[src/rtl/imm_gen_pipe_pkg.sv]
// rtl/imm_gen_pipe_pkg.sv - immediate-type encodings and RISC-V opcodes shared by the decoders
package imm_gen_pipe_pkg;

    typedef enum logic [2:0] {
        IMM_NONE = 3'd0,
        IMM_I    = 3'd1,
        IMM_S    = 3'd2,
        IMM_B    = 3'd3,
        IMM_U    = 3'd4,
        IMM_J    = 3'd5
    } imm_type_e;

    localparam logic [6:0] OP_LOAD   = 7'b0000011;
    localparam logic [6:0] OP_IMM    = 7'b0010011;
    localparam logic [6:0] OP_JALR   = 7'b1100111;
    localparam logic [6:0] OP_IMM32  = 7'b0011011;
    localparam logic [6:0] OP_STORE  = 7'b0100011;
    localparam logic [6:0] OP_BRANCH = 7'b1100011;
    localparam logic [6:0] OP_LUI    = 7'b0110111;
    localparam logic [6:0] OP_AUIPC  = 7'b0010111;
    localparam logic [6:0] OP_JAL    = 7'b1101111;

endpackage

[src/rtl/imm_gen_pipe_decode.sv]
// rtl/imm_gen_pipe_decode.sv - combinational opcode classifier and sign-extended immediate builder
module imm_decode
    import imm_gen_pipe_pkg::*;
#(
    parameter int XLEN = 64
) (
    input  logic [31:0]     instr_i,
    output logic [XLEN-1:0] imm_o,
    output imm_type_e       type_o,
    output logic            illegal_o
);

    logic [31:0] imm32;

    always_comb begin
        imm32     = '0;
        type_o    = IMM_NONE;
        illegal_o = 1'b0;
        case (instr_i[6:0])
            OP_LOAD, OP_IMM, OP_JALR: type_o = IMM_I;
            // Word-sized ALU ops only exist on RV64.
            OP_IMM32: begin
                if (XLEN == 64) type_o = IMM_I;
                else            illegal_o = 1'b1;
            end
            OP_STORE:         type_o = IMM_S;
            OP_BRANCH:        type_o = IMM_B;
            OP_LUI, OP_AUIPC: type_o = IMM_U;
            OP_JAL:           type_o = IMM_J;
            default:          illegal_o = 1'b1;
        endcase

        case (type_o)
            IMM_I: imm32 = {{20{instr_i[31]}}, instr_i[31:20]};
            IMM_S: imm32 = {{20{instr_i[31]}}, instr_i[31:25], instr_i[11:7]};
            IMM_B: imm32 = {{19{instr_i[31]}}, instr_i[31], instr_i[7], instr_i[30:25],
                            instr_i[11:8], 1'b0};
            IMM_U: imm32 = {instr_i[31:12], 12'b0};
            IMM_J: imm32 = {{11{instr_i[31]}}, instr_i[31], instr_i[19:12], instr_i[20],
                            instr_i[30:21], 1'b0};
            default: imm32 = '0;
        endcase
    end

    assign imm_o = XLEN'($signed(imm32));

endmodule

[src/rtl/imm_gen_pipe.sv]
// rtl/imm_gen_pipe.sv - immediate generator with output register, skid buffer, flush and illegal counter
module imm_gen_pipe
    import imm_gen_pipe_pkg::*;
#(
    parameter int XLEN  = 64,
    parameter int CNT_W = 16
) (
    input  logic             i_Clk,
    input  logic             i_Rst,
    input  logic             i_Flush,
    input  logic             i_Valid,
    output logic             o_Ready,
    input  logic [31:0]      i_Instr,
    output logic             o_Valid,
    input  logic             i_Ready,
    output logic [XLEN-1:0]  o_Immediate,
    output logic [2:0]       o_ImmType,
    output logic             o_Illegal,
    output logic [CNT_W-1:0] o_IllegalCount
);

    logic [XLEN-1:0]  dec_imm;
    imm_type_e        dec_type;
    logic             dec_ill;

    logic             out_valid_q, out_valid_d;
    logic [XLEN-1:0]  out_imm_q, out_imm_d;
    logic [2:0]       out_type_q, out_type_d;
    logic             out_ill_q, out_ill_d;
    logic             skid_valid_q, skid_valid_d;
    logic [XLEN-1:0]  skid_imm_q, skid_imm_d;
    logic [2:0]       skid_type_q, skid_type_d;
    logic             skid_ill_q, skid_ill_d;
    logic             ready_q, ready_d;
    logic [CNT_W-1:0] cnt_q, cnt_d;
    logic             accept, consume;

    imm_decode #(.XLEN(XLEN)) u_decode (
        .instr_i   (i_Instr),
        .imm_o     (dec_imm),
        .type_o    (dec_type),
        .illegal_o (dec_ill)
    );

    assign accept  = i_Valid && ready_q;
    assign consume = out_valid_q && i_Ready;

    always_comb begin
        out_valid_d  = out_valid_q;
        out_imm_d    = out_imm_q;
        out_type_d   = out_type_q;
        out_ill_d    = out_ill_q;
        skid_valid_d = skid_valid_q;
        skid_imm_d   = skid_imm_q;
        skid_type_d  = skid_type_q;
        skid_ill_d   = skid_ill_q;
        cnt_d        = cnt_q;

        if (consume) begin
            if (skid_valid_q) begin
                out_imm_d    = skid_imm_q;
                out_type_d   = skid_type_q;
                out_ill_d    = skid_ill_q;
                skid_valid_d = 1'b0;
            end else begin
                out_valid_d  = 1'b0;
            end
        end

        if (accept) begin
            if ((!out_valid_q || consume) && !skid_valid_q) begin
                out_valid_d  = 1'b1;
                out_imm_d    = dec_imm;
                out_type_d   = dec_type;
                out_ill_d    = dec_ill;
            end else begin
                skid_valid_d = 1'b1;
                skid_imm_d   = dec_imm;
                skid_type_d  = dec_type;
                skid_ill_d   = dec_ill;
            end
            if (dec_ill && cnt_q != {CNT_W{1'b1}}) cnt_d = cnt_q + CNT_W'(1);
        end

        // Flush discards the in-flight instruction as well, so it is never counted.
        if (i_Flush) begin
            out_valid_d  = 1'b0;
            skid_valid_d = 1'b0;
            cnt_d        = cnt_q;
        end

        ready_d = !skid_valid_d;
    end

    always_ff @(posedge i_Clk) begin
        if (i_Rst) begin
            out_valid_q  <= 1'b0;
            out_imm_q    <= '0;
            out_type_q   <= '0;
            out_ill_q    <= 1'b0;
            skid_valid_q <= 1'b0;
            skid_imm_q   <= '0;
            skid_type_q  <= '0;
            skid_ill_q   <= 1'b0;
            ready_q      <= 1'b1;
            cnt_q        <= '0;
        end else begin
            out_valid_q  <= out_valid_d;
            out_imm_q    <= out_imm_d;
            out_type_q   <= out_type_d;
            out_ill_q    <= out_ill_d;
            skid_valid_q <= skid_valid_d;
            skid_imm_q   <= skid_imm_d;
            skid_type_q  <= skid_type_d;
            skid_ill_q   <= skid_ill_d;
            ready_q      <= ready_d;
            cnt_q        <= cnt_d;
        end
    end

    assign o_Ready        = ready_q;
    assign o_Valid        = out_valid_q;
    assign o_Immediate    = out_imm_q;
    assign o_ImmType      = out_type_q;
    assign o_Illegal      = out_ill_q;
    assign o_IllegalCount = cnt_q;

endmodule

[config.mk]
export PLATFORM = sky130hd
export DESIGN_NAME = imm_gen_pipe
export DESIGN_NICKNAME = d
export VERILOG_FILES = /design/src/rtl/imm_gen_pipe_pkg.sv /design/src/rtl/imm_gen_pipe_decode.sv /design/src/rtl/imm_gen_pipe.sv
export SDC_FILE = /design/constraint.sdc
export NUM_CORES = 1
export LEC_CHECK = 0
export ABC_AREA = 0
export CORE_ASPECT_RATIO = 1.4
export CORE_UTILIZATION = 40
export CTS_CLUSTER_SIZE = 25
export DETAILED_ROUTE_END_ITERATION = 10
export HOLD_SLACK_MARGIN = 0.1
export PLACE_DENSITY = 0.66
export SETUP_SLACK_MARGIN = 0.5
export SYNTH_ARGS = -nofsm -noshare
export SYNTH_HDL_FRONTEND = slang
export SYNTH_SLANG_ARGS = --single-unit
export TNS_END_PERCENT = 100
[constraint.sdc]
create_clock -name i_Clk -period 4.6 [get_ports i_Clk]
set_input_delay 1.15 -clock i_Clk [delete_from_list [all_inputs] [get_ports i_Clk]]
set_output_delay 1.15 -clock i_Clk [all_outputs]
set_load 0.005 [all_outputs]
Word-level counts from Yosys, hierarchy flattened --
Index checks and enable logic that the tools add are counted.
Operators by class: add/subtract/negate cells 1, multiply operators 0, divide/modulo/power cells 0, $lt $le $gt $ge 0, eq/ne operators 15, shift-type cells 0, multiplexer cells 23, bitwise operators 2, reductions and logical operators 14
Operators by type and width (number):
- 64-bit two-way mux | 4
- 32-bit case mux with 5 select lines | 1
- 7-bit by 5-bit == test with 1-bit output (second input constant) | 3
- 7-bit == test (second input constant) | 3
- 16-bit by 1-bit adder with 16-bit output (second input constant) | 1
- 16-bit != test (second input constant) | 1
- 3-bit case mux with 5 select lines | 1
- 7-bit by 6-bit == test with 1-bit output (second input constant) | 2
- 1-bit two-way mux | 13
- 3-bit two-way mux | 4
- 9-bit OR reduction | 1
- 7-bit by 2-bit == test with 1-bit output (second input constant) | 1
- 3-bit by 2-bit == test with 1-bit output (second input constant) | 2
- 3-bit == test (second input constant) | 2
- 1-bit logical AND | 4
- 2-bit OR reduction | 2
- 4-bit OR reduction | 1
- 3-bit by 1-bit == test with 1-bit output (second input constant) | 1
- 1-bit zero test | 3
- 3-bit AND reduction | 1
- 1-bit inverter | 2
- 2-bit AND reduction | 1
- 1-bit logical OR | 1
Word-level totals: register bits 123, latch bits 0, RAM bits 0, ROM bits 0, output and inout port bits 86, word-level logic and storage cells 65, memories kept 0

Depth between registers and ports, before layout --
depth after elaboration 7, mapped depth 8, depth with buffers taken out 5

By module --
Synthesis repeated with hierarchy kept, for this count alone.
Second synthesis, totals: cell total of the unflattened synthesis 825, area total of the unflattened synthesis 7104.3 um^2
Modules (own cells, without submodules):
- imm_gen_pipe | times used 1, cells each 712, area an instance 6298.5 um^2, sequential area each 3103.0 um^2
- imm_decode | times used 1, cells each 113, area an instance 805.8 um^2, sequential area each 0.0 um^2

Worst setup path after synthesis --
OpenSTA, ideal clock, no wires.
path type input to register, from in i_Instr[2], to reg cnt_q[3] (netlist: o_IllegalCount[3]), library setup time 0.123 ns, data arrival time 2.542 ns, required time 4.477 ns, path slack 1.935 ns, stages on the path 7, path buffers 2, cell sequence buf_2 nor2b_1 or4_1 o211ai_2 buf_6 nor3_1 mux2_1
On the way: cells in the longest elaborated chain, start to end 5, elaborated cells between the ends (all ways) 13, those cells by class 9 x eq/ne; 1 x mux; 3 x reduce/logical
RTL lines:
- from (decl) | line imm_gen_pipe.sv:13 | input logic [31:0] i_Instr,
- 7-bit by 2-bit == test with 1-bit output, or another cell as far along | line imm_gen_pipe_decode.sv:19 | case (instr_i[6:0])
- 9-bit OR reduction (no line) *
- 1-bit two-way mux *
- 1-bit logical AND * | line imm_gen_pipe.sv:82 | if (dec_ill && cnt_q != {CNT_W{1'b1}}) cnt_d = cnt_q + CNT_W'(1);
- 3-bit AND reduction (no line) *
- to (signal assigned) | line imm_gen_pipe.sv:117 | cnt_q <= cnt_d;
- to (decl) | line imm_gen_pipe.sv:35 | logic [CNT_W-1:0] cnt_q, cnt_d;
Every way passes the cells marked *; elsewhere a longest branch is shown, timed or not. A chain may end at the register's enable or synchronous reset.

Worst setup path in the final report --
from in i_Ready, to reg out_imm_q[18] (netlist: o_Immediate[18])
On the way: cells in the longest elaborated chain, start to end 5, elaborated cells between the ends (all ways) 6, those cells by class 3 x mux; 3 x reduce/logical
RTL lines:
- from (decl) | line imm_gen_pipe.sv:15 | input logic i_Ready,
- 1-bit logical AND * | line imm_gen_pipe.sv:46 | assign consume = out_valid_q && i_Ready;
- 1-bit logical OR | line imm_gen_pipe.sv:71 | if ((!out_valid_q || consume) && !skid_valid_q) begin
- 1-bit logical AND | line imm_gen_pipe.sv:71
- 64-bit two-way mux | line imm_gen_pipe.sv:71
- 64-bit two-way mux * | line imm_gen_pipe.sv:70 | if (accept) begin
- to (signal assigned) | line imm_gen_pipe.sv:109 | out_imm_q <= out_imm_d;
- to (decl) | line imm_gen_pipe.sv:27 | logic [XLEN-1:0] out_imm_q, out_imm_d;
Marks and branches as above.

==> flow_summary.html <==
<table>
<tr><th>Metric</th><th>Value</th></tr>
<tr><th colspan="2">Critical path</th></tr>
<tr><td>Nature of the critical path endpoint</td><td>register</td></tr>
<tr><td>Cell type group with the largest total delay on the critical path</td><td>simple AND/OR/NAND/NOR gates</td></tr>
<tr><td>Cell type of the slowest stage on the worst timing path</td><td>sky130_fd_sc_hd__or3_2</td></tr>
<tr><td>Data required time of the worst path</td><td>4.82 ns</td></tr>
<tr><td>Arrival time reported for the critical path endpoint</td><td>3.47 ns</td></tr>
<tr><td>Worst path cell trace</td><td>clkdlybuf4s50_1 -&gt; nor2b_1 -&gt; or3_2 -&gt; o22ai_1 -&gt; a221oi_1</td></tr>
<tr><td>Buf/Inv on CP</td><td>1</td></tr>
<tr><td>CP Class</td><td>input port to register</td></tr>
<tr><td>Worst Setup Start Kind</td><td>input port</td></tr>
<tr><td>Crit-path max cell delay</td><td>0.73 ns</td></tr>
<tr><td>Highest net fanout along the worst path</td><td>24</td></tr>
<tr><th colspan="2">STA</th></tr>
<tr><td>Achievable clock frequency</td><td>308 MHz</td></tr>
<tr><td>Worst slew pin tran</td><td>1.17 ns</td></tr>
<tr><td>Final Hold Vio Count</td><td>0</td></tr>
<tr><td>Ratio of final minimum period to clock period</td><td>70.5%</td></tr>
<tr><td>Count of endpoints failing setup in the final report</td><td>0</td></tr>
<tr><td>Number of max-slew violations in the final report</td><td>0</td></tr>
<tr><td>Slew Limit Headroom</td><td>22.1%</td></tr>
<tr><td>Final sum of negative setup slack</td><td>0 ns</td></tr>
<tr><td>Setup clock skew after layout</td><td>0.00722 ns</td></tr>
<tr><td>Time the worst path needs with I/O delays and setup</td><td>3.24 ns</td></tr>
<tr><td>Unrepaired setup endpoints after global routing</td><td>no</td></tr>
<tr><th colspan="2">Yosys</th></tr>
<tr><td>Synth Net Count</td><td>682</td></tr>
<tr><td>Predominant post-synthesis flop cell</td><td>sky130_fd_sc_hd__dfxtp_1</td></tr>
<tr><td>Post-synth top area share</td><td>44.4%</td></tr>
<tr><td>Synthesized netlist cell count</td><td>644</td></tr>
<tr><td>Number of synthesized register bits</td><td>123</td></tr>
<tr><td>Largest cells by area after synthesis</td><td>sky130_fd_sc_hd__dfxtp_1 44%, sky130_fd_sc_hd__nand2_1 5.6%, sky130_fd_sc_hd__a21oi_1 5.3%</td></tr>
<tr><td>Fraction of registers with async set/reset</td><td>0%</td></tr>
<tr><td>Avg Cell Area, Syn</td><td>8.61 sq um</td></tr>
<tr><td>Total of warnings raised by yosys</td><td>0</td></tr>
<tr><td>Post-synth top area cell</td><td>sky130_fd_sc_hd__dfxtp_1</td></tr>
<tr><td>Number of unique standard cell types used by synthesis</td><td>51</td></tr>
<tr><td>Number of enable flip-flop cells after synthesis</td><td>0</td></tr>
<tr><td>Sequential share of the synthesized area</td><td>44.4%</td></tr>
<tr><td>Post-synthesis instance area</td><td>0.00555 sq mm</td></tr>
<tr><td>Synth top cells by count</td><td>123 x sky130_fd_sc_hd__dfxtp_1, 83 x sky130_fd_sc_hd__nand2_1, 59 x sky130_fd_sc_hd__a21oi_1, 55 x sky130_fd_sc_hd__nor2_1</td></tr>
<tr><td>Leading cell type by number of instances after synthesis</td><td>sky130_fd_sc_hd__dfxtp_1</td></tr>
<tr><th colspan="2">Die</th></tr>
<tr><td>Site row count</td><td>50</td></tr>
<tr><td>Effective utilization at floorplan</td><td>41.2%</td></tr>
<tr><td>Die Outline Area</td><td>0.0143 sq mm</td></tr>
<tr><td>Top Ports</td><td>123</td></tr>
<tr><td>Die boundary width</td><td>102 um</td></tr>
<tr><td>Chip Height</td><td>141 um</td></tr>
<tr><td>Area of the core</td><td>0.0135 sq mm</td></tr>
<tr><th colspan="2">Global routing</th></tr>
<tr><td>Number of global-route vias before repair</td><td>5077</td></tr>
<tr><td>Pin count of the biggest net entering global routing</td><td>112</td></tr>
<tr><td>Total global routing track utilization</td><td>22.4%</td></tr>
<tr><td>Number of antenna violations at the first check in global routing</td><td>0</td></tr>
<tr><td>First-pass GRT wire length</td><td>25.3 mm</td></tr>
<tr><td>Remaining global-route overflow</td><td>0</td></tr>
<tr><th colspan="2">Layout</th></tr>
<tr><td>Final net count</td><td>779</td></tr>
<tr><td>Total of fill cells in the finished design</td><td>1235</td></tr>
<tr><td>Share of layout cells above drive strength 1</td><td>10.2%</td></tr>
<tr><td>Final Instance Area</td><td>0.00741 sq mm</td></tr>
<tr><td>N_diodes</td><td>0</td></tr>
<tr><td>Post-Route Utilization</td><td>55.1%</td></tr>
<tr><td>Post-synthesis to final-layout area growth</td><td>33.6%</td></tr>
<tr><th colspan="2">CTS</th></tr>
<tr><td>Clock transition time at the flip-flop clock pins of the worst setup and hold paths</td><td>0.06 ns</td></tr>
<tr><td>H-tree level count</td><td>4</td></tr>
<tr><td>Buffer depth of the longest clock path</td><td>2</td></tr>
<tr><td>Post-CTS setup-driven buffer insertion count</td><td>0</td></tr>
<tr><td>Post-CTS Hold Fix Bufs</td><td>0</td></tr>
<tr><td>Clock latency at the later pin of the worst-skew pair</td><td>0.41 ns</td></tr>
<tr><td>Number of gates resized after cts</td><td>0</td></tr>
<tr><td>Num CTS Buffers</td><td>17</td></tr>
<tr><td>Clock Tree Root</td><td>sky130_fd_sc_hd__clkbuf_16</td></tr>
<tr><td>Clock sink total</td><td>123</td></tr>
<tr><td>TritonCTS clock tree</td><td>done</td></tr>
<tr><th colspan="2">Power and ir drop</th></tr>
<tr><td>Pwr/cell area</td><td>357 mW/mm^2</td></tr>
<tr><td>Proportion of total power due to net switching</td><td>23.9%</td></tr>
<tr><td>Cell internal pwr</td><td>0.00201 W</td></tr>
<tr><td>Power spent charging and discharging nets</td><td>0.000631 W</td></tr>
<tr><td>IR drop worst, VDD</td><td>0.218 mV</td></tr>
<tr><td>Leak</td><td>2.60 nW</td></tr>
<tr><td>Share of total power in sequential cells</td><td>42.1%</td></tr>
<tr><td>Gate power share</td><td>8.4%</td></tr>
<tr><td>Clock network fraction of design power</td><td>49.5%</td></tr>
<tr><th colspan="2">Placement</th></tr>
<tr><td>Placer congestion estimate</td><td>0.838</td></tr>
<tr><td>Post-Place Cell Area</td><td>0.00682 sq mm</td></tr>
<tr><td>Dpl hpwl</td><td>10.3 mm</td></tr>
<tr><td>Number of I/O port buffers</td><td>122</td></tr>
<tr><th colspan="2">Drt</th></tr>
<tr><td>Per-cell via count in the routed design</td><td>5.60</td></tr>
<tr><td>Final ANT Viol Nets</td><td>0</td></tr>
<tr><td>Total wirelength of the detailed-routed design</td><td>15.7 mm</td></tr>
<tr><td>Routed wirelength normalized by instance count</td><td>16.8 um</td></tr>
<tr><td>Drt first pass iters</td><td>5</td></tr>
<tr><td>DR iter-0 viols</td><td>303</td></tr>
<tr><td>Number of DRC violations after detailed routing</td><td>0</td></tr>
<tr><td>Via count of the routed design</td><td>5240</td></tr>
<tr><th colspan="2">Flow run</th></tr>
<tr><td>Maximum capacitance violations</td><td>0</td></tr>
<tr><th colspan="2">Hold path</th></tr>
<tr><td>Worst Hold Class</td><td>register to register</td></tr>
<tr><th colspan="2">Outcome</th></tr>
<tr><td>Run status</td><td>finished, final reports clean</td></tr>
</table>
[flip-flops by register name, summed over array words and instances (netlist names), named ones only]
signal          cells
o_Illegal           1
o_IllegalCount     16
o_ImmType           3
o_Immediate        64
o_Ready             1
skid_ill_q          1
skid_imm_q         32
skid_type_q         3
skid_valid_q        1
[through the flow]
| stage | instances | hold slack [ns] | worst slack, ns | total power, W |
|---|---|---|---|---|
| after floorplan | 644 | 0.432 | 1.93 | 0.00125 |
| after global placement | 904 | 0.441 | 1.07 | 0.00135 |
| after detailed placement | 904 | 0.444 | 0.975 | 0.00136 |
| after CTS | 936 | 0.451 | 1.38 | 0.00267 |
| after global routing | 936 | 0.489 | 1.24 | 0.00274 |
| final | 936 | 0.452 | 1.36 | 0.00264 |
[cell type report]
type	instances	area [sq um]	share of cell area [%]
tap	182	228	3.07
clock inverter	14	146	1.98
timing repair buffer	132	1290	17.5
multi-input combinational	466	2830	38.2
sequential	123	2460	33.2
clock buffer	18	439	5.93
inverter	1	3.75	0.0507
[worst register-to-register path, cell delays in order, from the launching register on]
cell                       delay (ns)
sky130_fd_sc_hd__dfxtp_1         0.38
sky130_fd_sc_hd__nor2b_1         0.21
sky130_fd_sc_hd__or3_2           0.73
sky130_fd_sc_hd__o22ai_1         0.67
sky130_fd_sc_hd__a221oi_1        0.20
[metal layers]
metal  GRT usage (%)  vias to the layer above  part of all wire [%]
li1                -                     2499                     -
met1            27.3                     2563                    42
met2            37.9                      158                    50
met3            6.80                       20                   6.5
met4            6.18                        0                   1.2
met5               0                        -                     0
[cell usage in the layout, fill, tap and decap left out, types with 3 or more instances in the layout]
master / n
sky130_fd_sc_hd__a31o_2: 5
sky130_fd_sc_hd__mux2_1: 8
sky130_fd_sc_hd__nor3_1: 5
sky130_fd_sc_hd__o31ai_1: 3
sky130_fd_sc_hd__o21ai_0: 38
sky130_fd_sc_hd__a21oi_2: 3
sky130_fd_sc_hd__a31oi_1: 14
sky130_fd_sc_hd__and2_1: 38
sky130_fd_sc_hd__nor2_1: 55
sky130_fd_sc_hd__or2_2: 4
sky130_fd_sc_hd__nand3_1: 14
sky130_fd_sc_hd__nand2_1: 83
sky130_fd_sc_hd__a311oi_1: 8
sky130_fd_sc_hd__a21oi_1: 59
sky130_fd_sc_hd__clkinv_2: 4
sky130_fd_sc_hd__nor4b_1: 3
sky130_fd_sc_hd__clkinv_4: 3
sky130_fd_sc_hd__mux2i_1: 21
sky130_fd_sc_hd__clkbuf_16: 17
sky130_fd_sc_hd__clkdlybuf4s50_1: 121
sky130_fd_sc_hd__a211oi_1: 22
sky130_fd_sc_hd__nor2b_1: 13
sky130_fd_sc_hd__and3_1: 4
sky130_fd_sc_hd__or4_1: 5
sky130_fd_sc_hd__a221oi_1: 10
sky130_fd_sc_hd__o21bai_1: 3
sky130_fd_sc_hd__nand2b_1: 8
sky130_fd_sc_hd__dfxtp_1: 123
sky130_fd_sc_hd__clkinvlp_4: 3
sky130_fd_sc_hd__buf_4: 11
sky130_fd_sc_hd__a221oi_2: 10
[power by group through the flow]
stage               Sequential, W  Combinational, W  Clock (W)
finish                    0.00111          0.000223    0.00131
global route              0.00112          0.000241    0.00138
CTS                       0.00111          0.000223    0.00133
detailed placement        0.00114          0.000222          0
global placement          0.00114          0.000215          0
floorplan                 0.00113          0.000114          0
[final timing paths]
path / startpoint / slack, ns / endpoint / cells after the start
hold / removal: skid_imm_q[5] / 0.45 / skid_imm_q[5] / 2
hold reg to reg: skid_imm_q[5] / 0.45 / skid_imm_q[5] / 2
setup reg to reg: register / 2.22 / o_Immediate[18] / 4
setup / recovery: i_Ready / 1.36 / o_Immediate[18] / 5
[logic make-up (layout without fill, tap and decap cells)]
kind of cell | Yosys count | count (layout) | synth area share (%)
flip-flops | 123 | 123 | 44.4
multiplexers | 29 | 29 | 5.42
buffers and inverters | 55 | 165 | 4.72
AO/OA/AOI/OAI | 185 | 185 | 22.6
adder cells (fa/ha/maj) | 1 | 1 | 0.226
AND/OR/NAND/NOR | 251 | 251 | 22.7
(Power assumes the default switching activity.)
